--- src/rtl/cpu_pkg.sv ---
// cpu_pkg: shared CPU types, word width, sequencer states and decoder flag bundle
package cpu_pkg;
    localparam int WORD_W = 16;
    typedef logic [WORD_W-1:0] word_t;
    localparam word_t RESET_PC_DEF = 16'h0000;
    typedef enum logic [2:0] {
        S_BOOT   = 3'd0,
        S_FETCH  = 3'd1,
        S_DECODE = 3'd2,
        S_EXEC   = 3'd3,
        S_MEM    = 3'd4,
        S_WB     = 3'd5,
        S_HALT   = 3'd6
    } state_t;
    typedef struct packed {
        logic is_halt;
        logic is_branch;
        logic is_load;
        logic is_store;
    } dec_flags_t;
endpackage

--- src/rtl/cpu_sequencer_if.sv ---
// cpu_sequencer_if: single-port memory request/acknowledge bus
interface cpu_sequencer_if;
    import cpu_pkg::*;
    logic  mem_req;
    logic  mem_we;
    word_t mem_addr;
    logic  mem_ack;
    word_t mem_rdata;
    modport master (output mem_req, mem_we, mem_addr, input mem_ack, mem_rdata);
    modport slave  (input mem_req, mem_we, mem_addr, output mem_ack, mem_rdata);
endinterface

--- src/rtl/cpu_sequencer.sv ---
// cpu_sequencer: multi-cycle fetch/decode/exec/mem/wb sequencer owning PC, IR and retire count
module cpu_sequencer
    import cpu_pkg::*;
#(
    parameter word_t RESET_PC = RESET_PC_DEF
) (
    input  logic                   clk,
    input  logic                   reset,
    cpu_sequencer_if.master        mem,
    output word_t                  instr,
    input  logic                   dec_is_halt,
    input  logic                   dec_is_branch,
    input  logic                   dec_is_load,
    input  logic                   dec_is_store,
    input  word_t                  dec_target,
    input  logic                   br_taken,
    input  word_t                  ls_addr,
    output word_t                  pc,
    output logic                   rf_we,
    output logic                   halted,
    output word_t                  retired,
    output logic [2:0]             icycle
);
    state_t     state_q, state_d;
    word_t      pc_q, pc_d, instr_q, instr_d, ls_addr_q, ls_addr_d, retired_q, retired_d;
    logic       st_q, st_d, ret;
    dec_flags_t dec;
    assign dec = '{is_halt: dec_is_halt, is_branch: dec_is_branch,
                   is_load: dec_is_load, is_store: dec_is_store};
    always_ff @(posedge clk or negedge reset) begin
        if (!reset) begin
            state_q   <= S_BOOT;
            pc_q      <= RESET_PC;
            instr_q   <= '0;
            ls_addr_q <= '0;
            st_q      <= 1'b0;
            retired_q <= '0;
        end else begin
            state_q   <= state_d;
            pc_q      <= pc_d;
            instr_q   <= instr_d;
            ls_addr_q <= ls_addr_d;
            st_q      <= st_d;
            retired_q <= retired_d;
        end
    end
    always_comb begin
        state_d   = S_BOOT;
        pc_d      = pc_q;
        instr_d   = instr_q;
        ls_addr_d = ls_addr_q;
        st_d      = st_q;
        ret       = 1'b0;
        case (state_q)
            S_BOOT:   state_d = S_FETCH;
            S_FETCH: begin
                state_d = mem.mem_ack ? S_DECODE : S_FETCH;
                if (mem.mem_ack) begin
                    instr_d = mem.mem_rdata;
                    pc_d    = pc_q + 16'd1;
                end
            end
            S_DECODE: state_d = dec.is_halt ? S_HALT : S_EXEC;
            S_EXEC: begin
                if (dec.is_halt) begin
                    state_d = S_HALT;
                end else if (dec.is_branch) begin
                    pc_d    = br_taken ? dec_target : pc_q;
                    ret     = 1'b1;
                    state_d = S_FETCH;
                end else if (dec.is_load || dec.is_store) begin
                    // load wins over store when both flags are set
                    ls_addr_d = ls_addr;
                    st_d      = !dec.is_load;
                    state_d   = S_MEM;
                end else begin
                    state_d = S_WB;
                end
            end
            S_MEM: begin
                state_d = !mem.mem_ack ? S_MEM : st_q ? S_FETCH : S_WB;
                ret     = mem.mem_ack && st_q;
            end
            S_WB: begin
                ret     = 1'b1;
                state_d = S_FETCH;
            end
            S_HALT:   state_d = S_HALT;
            default:  state_d = S_BOOT;
        endcase
        retired_d = retired_q + word_t'(ret);
    end
    assign mem.mem_req  = (state_q == S_FETCH) || (state_q == S_MEM);
    assign mem.mem_we   = (state_q == S_MEM) && st_q;
    assign mem.mem_addr = (state_q == S_FETCH) ? pc_q : (state_q == S_MEM) ? ls_addr_q : '0;
    assign instr   = instr_q;
    assign pc      = pc_q;
    assign rf_we   = state_q == S_WB;
    assign halted  = state_q == S_HALT;
    assign retired = retired_q;
    assign icycle  = state_q;
endmodule

--- src/flat_wrapper.sv ---
// flat-port wrapper written by rule: the top's interface ports become plain ports
module cpu_sequencer_flat import cpu_pkg::*;
#(
    parameter word_t RESET_PC = RESET_PC_DEF
)
  (clk, reset, instr, dec_is_halt, dec_is_branch, dec_is_load, dec_is_store, dec_target, br_taken, ls_addr, pc, rf_we, halted, retired, icycle, mem_mem_req, mem_mem_we, mem_mem_addr, mem_mem_ack, mem_mem_rdata);
  cpu_sequencer_if mem_i ();
  input  logic clk;
  input  logic reset;
  output word_t instr;
  input  logic dec_is_halt;
  input  logic dec_is_branch;
  input  logic dec_is_load;
  input  logic dec_is_store;
  input  word_t dec_target;
  input  logic br_taken;
  input  word_t ls_addr;
  output word_t pc;
  output logic rf_we;
  output logic halted;
  output word_t retired;
  output logic [2:0] icycle;
  output wire logic [$bits(mem_i.mem_req)-1:0] mem_mem_req;
  output wire logic [$bits(mem_i.mem_we)-1:0] mem_mem_we;
  output wire logic [$bits(mem_i.mem_addr)-1:0] mem_mem_addr;
  input wire logic [$bits(mem_i.mem_ack)-1:0] mem_mem_ack;
  input wire logic [$bits(mem_i.mem_rdata)-1:0] mem_mem_rdata;
  assign mem_mem_req = mem_i.mem_req;
  assign mem_mem_we = mem_i.mem_we;
  assign mem_mem_addr = mem_i.mem_addr;
  assign mem_i.mem_ack = mem_mem_ack;
  assign mem_i.mem_rdata = mem_mem_rdata;
  cpu_sequencer #(.RESET_PC(RESET_PC)) u_core (.clk(clk), .reset(reset), .mem(mem_i), .instr(instr), .dec_is_halt(dec_is_halt), .dec_is_branch(dec_is_branch), .dec_is_load(dec_is_load), .dec_is_store(dec_is_store), .dec_target(dec_target), .br_taken(br_taken), .ls_addr(ls_addr), .pc(pc), .rf_we(rf_we), .halted(halted), .retired(retired), .icycle(icycle));
endmodule
--- config.mk ---
export PLATFORM = sky130hd
export DESIGN_NAME = cpu_sequencer_flat
export DESIGN_NICKNAME = d
export VERILOG_FILES = /design/src/rtl/cpu_pkg.sv /design/src/rtl/cpu_sequencer_if.sv /design/src/rtl/cpu_sequencer.sv /design/src/flat_wrapper.sv
export SDC_FILE = /design/constraint.sdc
export NUM_CORES = 1
export LEC_CHECK = 0
export CAP_MARGIN = 10
export CORE_MARGIN = 2
export CORE_UTILIZATION = 40
export DETAILED_ROUTE_END_ITERATION = 8
export DONT_BUFFER_PORTS = 1
export PLACE_DENSITY = 0.59
export REMOVE_ABC_BUFFERS = 1
export SLEW_MARGIN = 20
export SYNTH_ARGS = -nofsm -noshare
export SYNTH_HDL_FRONTEND = slang
export SYNTH_SLANG_ARGS = --single-unit
--- constraint.sdc ---
create_clock -name clk -period 2.1 [get_ports clk]
set_input_delay 0.63 -clock clk [delete_from_list [all_inputs] [get_ports clk]]
set_output_delay 0.63 -clock clk [all_outputs]
set_load 0.01 [all_outputs]
==> results by stage <==
Run status:
- The flow ran to the end, but the final reports show violations.
- The final reports fail on negative hold slack, negative setup slack.

Global route:
- The number of global-route vias before repair is 2400.
- The pin count of the biggest net entering global routing is 69.
- The global-route wire length before repair is 12800 microns.
- For this run, the total global-route usage over all layers was measured as 0.189.
- The initial antenna violation count was 1.
- The total congestion overflow after global routing is 0.

Setup path:
- The critical path class is flip-flop to output pin.
- The setup check on the worst reg-to-reg path leaves a slack of 120 ps.
- The number of cells on the worst reg-to-reg path is 10.
- STA classifies the critical path endpoint as an output pin.
- The slowest stage of the critical path belongs to the cell sky130_fd_sc_hd__dfrtp_1.
- Along the worst path, the maximum fanout reaches 9.
- The endpoint arrival time on the critical path is 1500 ps.
- Traced cell by cell, the critical path runs through buf_6, inv_2, and3_4, buf_12, a22o_4.
- The largest single stage delay on the critical path is 370 ps.
- At the worst endpoint, the required time is 1470 ps.
- The kind of launch point of the worst setup path is a flip-flop.
- The worst register-to-register path ends at u_core.retired[12].
- In this run the critical register-to-register path is launched from u_core.icycle[1].

Finish:
- The finished layout holds 423 standard cells, fillers aside.
- The library cell used most frequently in the layout, excluding fill and tap cells, is sky130_fd_sc_hd__dfrtp_1.
- The number of diodes is 0.
- The post-synthesis to final-layout area growth is 19.4%.
- Leaving out fill and tap cells, the most frequent cells in the layout are 67 x sky130_fd_sc_hd__dfrtp_1, 31 x sky130_fd_sc_hd__mux2_2, 22 x sky130_fd_sc_hd__buf_4.
- After routing the design area is 0.00401 sq mm.
- The fraction of layout cells with a size suffix above 1 is 0.324.
- In the final design database the tool counted 372 nets.
- The filler cells instantiated in the layout total 723.

Synth:
- The instance count of the mapped netlist is 296.
- The post-synthesis sequential area ratio is 0.507.
- The count of unique library cells instantiated by Yosys is 43.
- The post-synthesis sequential element count is 68.
- During synthesis, Yosys emitted a total of 0 warnings.
- The most instantiated flip-flop cell in the synthesis netlist is sky130_fd_sc_hd__dfrtp_1.
- The synthesized area per cell is 11.3 sq um.
- After synthesis, the share of flip-flops with an asynchronous set or reset is 1.00.
- In this run the cell area of the synthesized design comes to 0.00336 sq mm.
- Yosys mapped a number of flops with a built-in enable equal to 0.

Timing:
- The post-route clock skew is 7.31 ps.
- Measured against its own limit, the worst slew margin works out to 0.702.
- The fmax is 469 MHz.
- The setup slack of the critical path after layout is -31.3 ps.
- The number of slew-limit violations in the final report is 0.
- Setup repair after global routing could not meet its margin everywhere.
- The post-route minimum period is 2130 ps.
- For the pin with the worst max-slew slack, the measured transition is 447 ps.
- The count of endpoints failing setup in the final report is 18.
- The worst hold slack after final layout is -23.5 ps.
- The final hold violation count is 68.
- The final worst-path cycle share is 1.01.

Clock tree:
- The register clock-pin slew on the reported worst setup and hold paths is 80 ps.
- The number of buffers inserted during clock tree synthesis is 9.
- TritonCTS built the clock tree.
- No sink is reached through more buffers than the 2 on the longest clock path.
- CTS built an H-tree with a depth of 3.
- The sink count of the clock tree is 68.
- The buffer cell driving the clock tree root is sky130_fd_sc_hd__clkbuf_8.
- The later pin in the worst-skew pair is clocked with a latency of 340 ps.

Place:
- Summing all placed instances gives a cell area of 0.00355 sq mm.
- During placement, the flow inserted port buffers numbering 0.
- In this run, placement finished with an instance count of 402.
- The half-perimeter wire length of the detailed placement result is 5780 microns.
- The final weighted congestion of routability-driven global placement is 0.855.

Detailed routing:
- The routed length per placed instance is 20.2 microns.
- The routed layout has 2462 vias.
- The detailed-route DRC error count is 0.
- The average via count per standard cell is 5.82.
- The first-iteration detailed-routing DRC count is 183.
- The total detailed-routing wirelength is 8570 microns.
- The first detailed-routing pass took 4 iterations.
- The residual antenna-violating net count after detailed routing is 0.

Floorplan:
- The number of primary I/O pins is 127.
- The vertical die dimension is 95.6 microns.
- The die area is 0.00914 sq mm.
- The initialized floorplan defines 33 standard-cell rows.
- The width of the chip is 95.6 microns.
- The starting density of the core is 0.411.
- The total area inside the core boundary comes to 0.00818 sq mm.

Flow run:
- The tool flagged a number of max-cap violations equal to 0.

Power:
- The worst-case IR drop observed on VDD is 0.767 mV.
- The power per cell area is 1570 mW/mm^2.
- The leakage power of the design is 1.75 nW.

Min path:
- The class of the most critical hold timing path is input pin to async pin.
==> layout make-up <==
| cell class | count | area, sq um | area share |
|---|---|---|---|
| flip-flops and latches | 68 | 1700 | 0.425 |
| multi-input cells | 203 | 1690 | 0.421 |
| repair buffers | 28 | 258 | 0.0643 |
| clock buffers | 12 | 145 | 0.0362 |
| well taps | 105 | 131 | 0.0328 |
| clock inverters | 4 | 72.6 | 0.0181 |
| inverters | 3 | 11.3 | 0.00281 |
==> layer usage <==
layer,routed length [microns],track usage
met3,843,0.0775
met4,170,0.0845
met5,10,0
met1,3610,0.239
met2,3930,0.284
==> logic make-up after synthesis <==
kind of cell               synth area share
and+or+nand+nor                       0.136
AOI/OAI and AO/OA                     0.161
DFF                                   0.507
muxes                                 0.107
buffers and inverters                0.0403
xor gates and xnor gates             0.0365
adders and majority gates            0.0112
==> per-stage QoR <==
stage	hold WS, ps	power (mW)	worst slack [ps]	util	TNS, ps
3_5_place_dp	336	4.69	-84.9	0.434	-273
5_1_grt	-49.4	6.73	-81.5	0.490	-1320
3_3_place_gp	336	4.63	-38.9	0.434	-60.0
2_1_floorplan	334	3.92	-77.1	-	-2010
4_1_cts	-39.1	6.14	-62.3	0.478	-708
6_report	-23.5	6.31	-31.3	0.490	-346
==> critical path, delay by kind of cell (launching register included) <==
kind            cells  cell delay, ps
buf+inv             3             300
flops               1             370
simple gates        1             200
compound gates      1             270
==> synth_stat cells (3+ instances only) <==
master	count	share of area
sky130_fd_sc_hd__a21oi_1	18	0.027
sky130_fd_sc_hd__a22o_1	17	0.044
sky130_fd_sc_hd__a2bb2oi_1	6	0.016
sky130_fd_sc_hd__and2_1	3	0.0056
sky130_fd_sc_hd__and3_1	7	0.013
sky130_fd_sc_hd__and4_1	5	0.013
sky130_fd_sc_hd__buf_2	9	0.013
sky130_fd_sc_hd__buf_6	3	0.010
sky130_fd_sc_hd__clkbuf_1	8	0.0089
sky130_fd_sc_hd__dfrtp_1	68	0.51
sky130_fd_sc_hd__ha_1	3	0.011
sky130_fd_sc_hd__inv_1	3	0.0034
sky130_fd_sc_hd__mux2_2	31	0.10
sky130_fd_sc_hd__nand2_1	17	0.019
sky130_fd_sc_hd__nand3_1	16	0.024
sky130_fd_sc_hd__nand4_1	9	0.017
sky130_fd_sc_hd__nor2_1	10	0.011
sky130_fd_sc_hd__o21ai_0	11	0.016
sky130_fd_sc_hd__o22ai_1	9	0.017
sky130_fd_sc_hd__o2bb2a_1	4	0.012
sky130_fd_sc_hd__xnor2_1	8	0.021
sky130_fd_sc_hd__xor2_1	6	0.016
==> registers in the layout, indices dropped and copies added, names as in the netlist <==
register and cells:
u_core.st_q 1, u_core.instr 16, u_core.ls_addr_q 16, u_core.pc 16, u_core.retired 16, u_core.icycle 3
==> power breakdown <==
group | total, mW | internal (mW) | switching, mW
Sequential | 2.52 | 1.86 | 0.663
Combinational | 2.59 | 1.30 | 1.29
Clock | 1.20 | 0.700 | 0.500
Total | 6.31 | 3.86 | 2.45
==> how the worst max path moves through the flow <==
| stage | start | endpoint | slack (ps) | depth (start not counted) |
|---|---|---|---|---|
| 6_report | u_core.icycle[1] | mem_mem_addr[2] | -30 | 5 |
| 5_1_grt | u_core.icycle[1] | mem_mem_req | -80 | 5 |
| 4_1_cts | u_core.icycle[1] | mem_mem_addr[9] | -60 | 4 |
| 3_5_place_dp | mem_mem_ack | u_core.retired[12] | -80 | 9 |
| 3_3_place_gp | mem_mem_ack | u_core.retired[12] | -40 | 9 |
| 2_1_floorplan | u_core.icycle[2] | u_core.ls_addr_q[0] | -80 | 3 |
==> what timing repair did <==
| item | CTS | global route |
|---|---|---|
| hold endpoints to repair | 68 | 68 |
| gates resized for setup | 16 | 18 |
| pin swaps | 10 | 1 |
| endpoints found under the setup margin | 18 | 24 |
| gates cloned | 1 | 1 |
| buffers inserted | 3 | 0 |
Power figures use the tool's default switching activity.
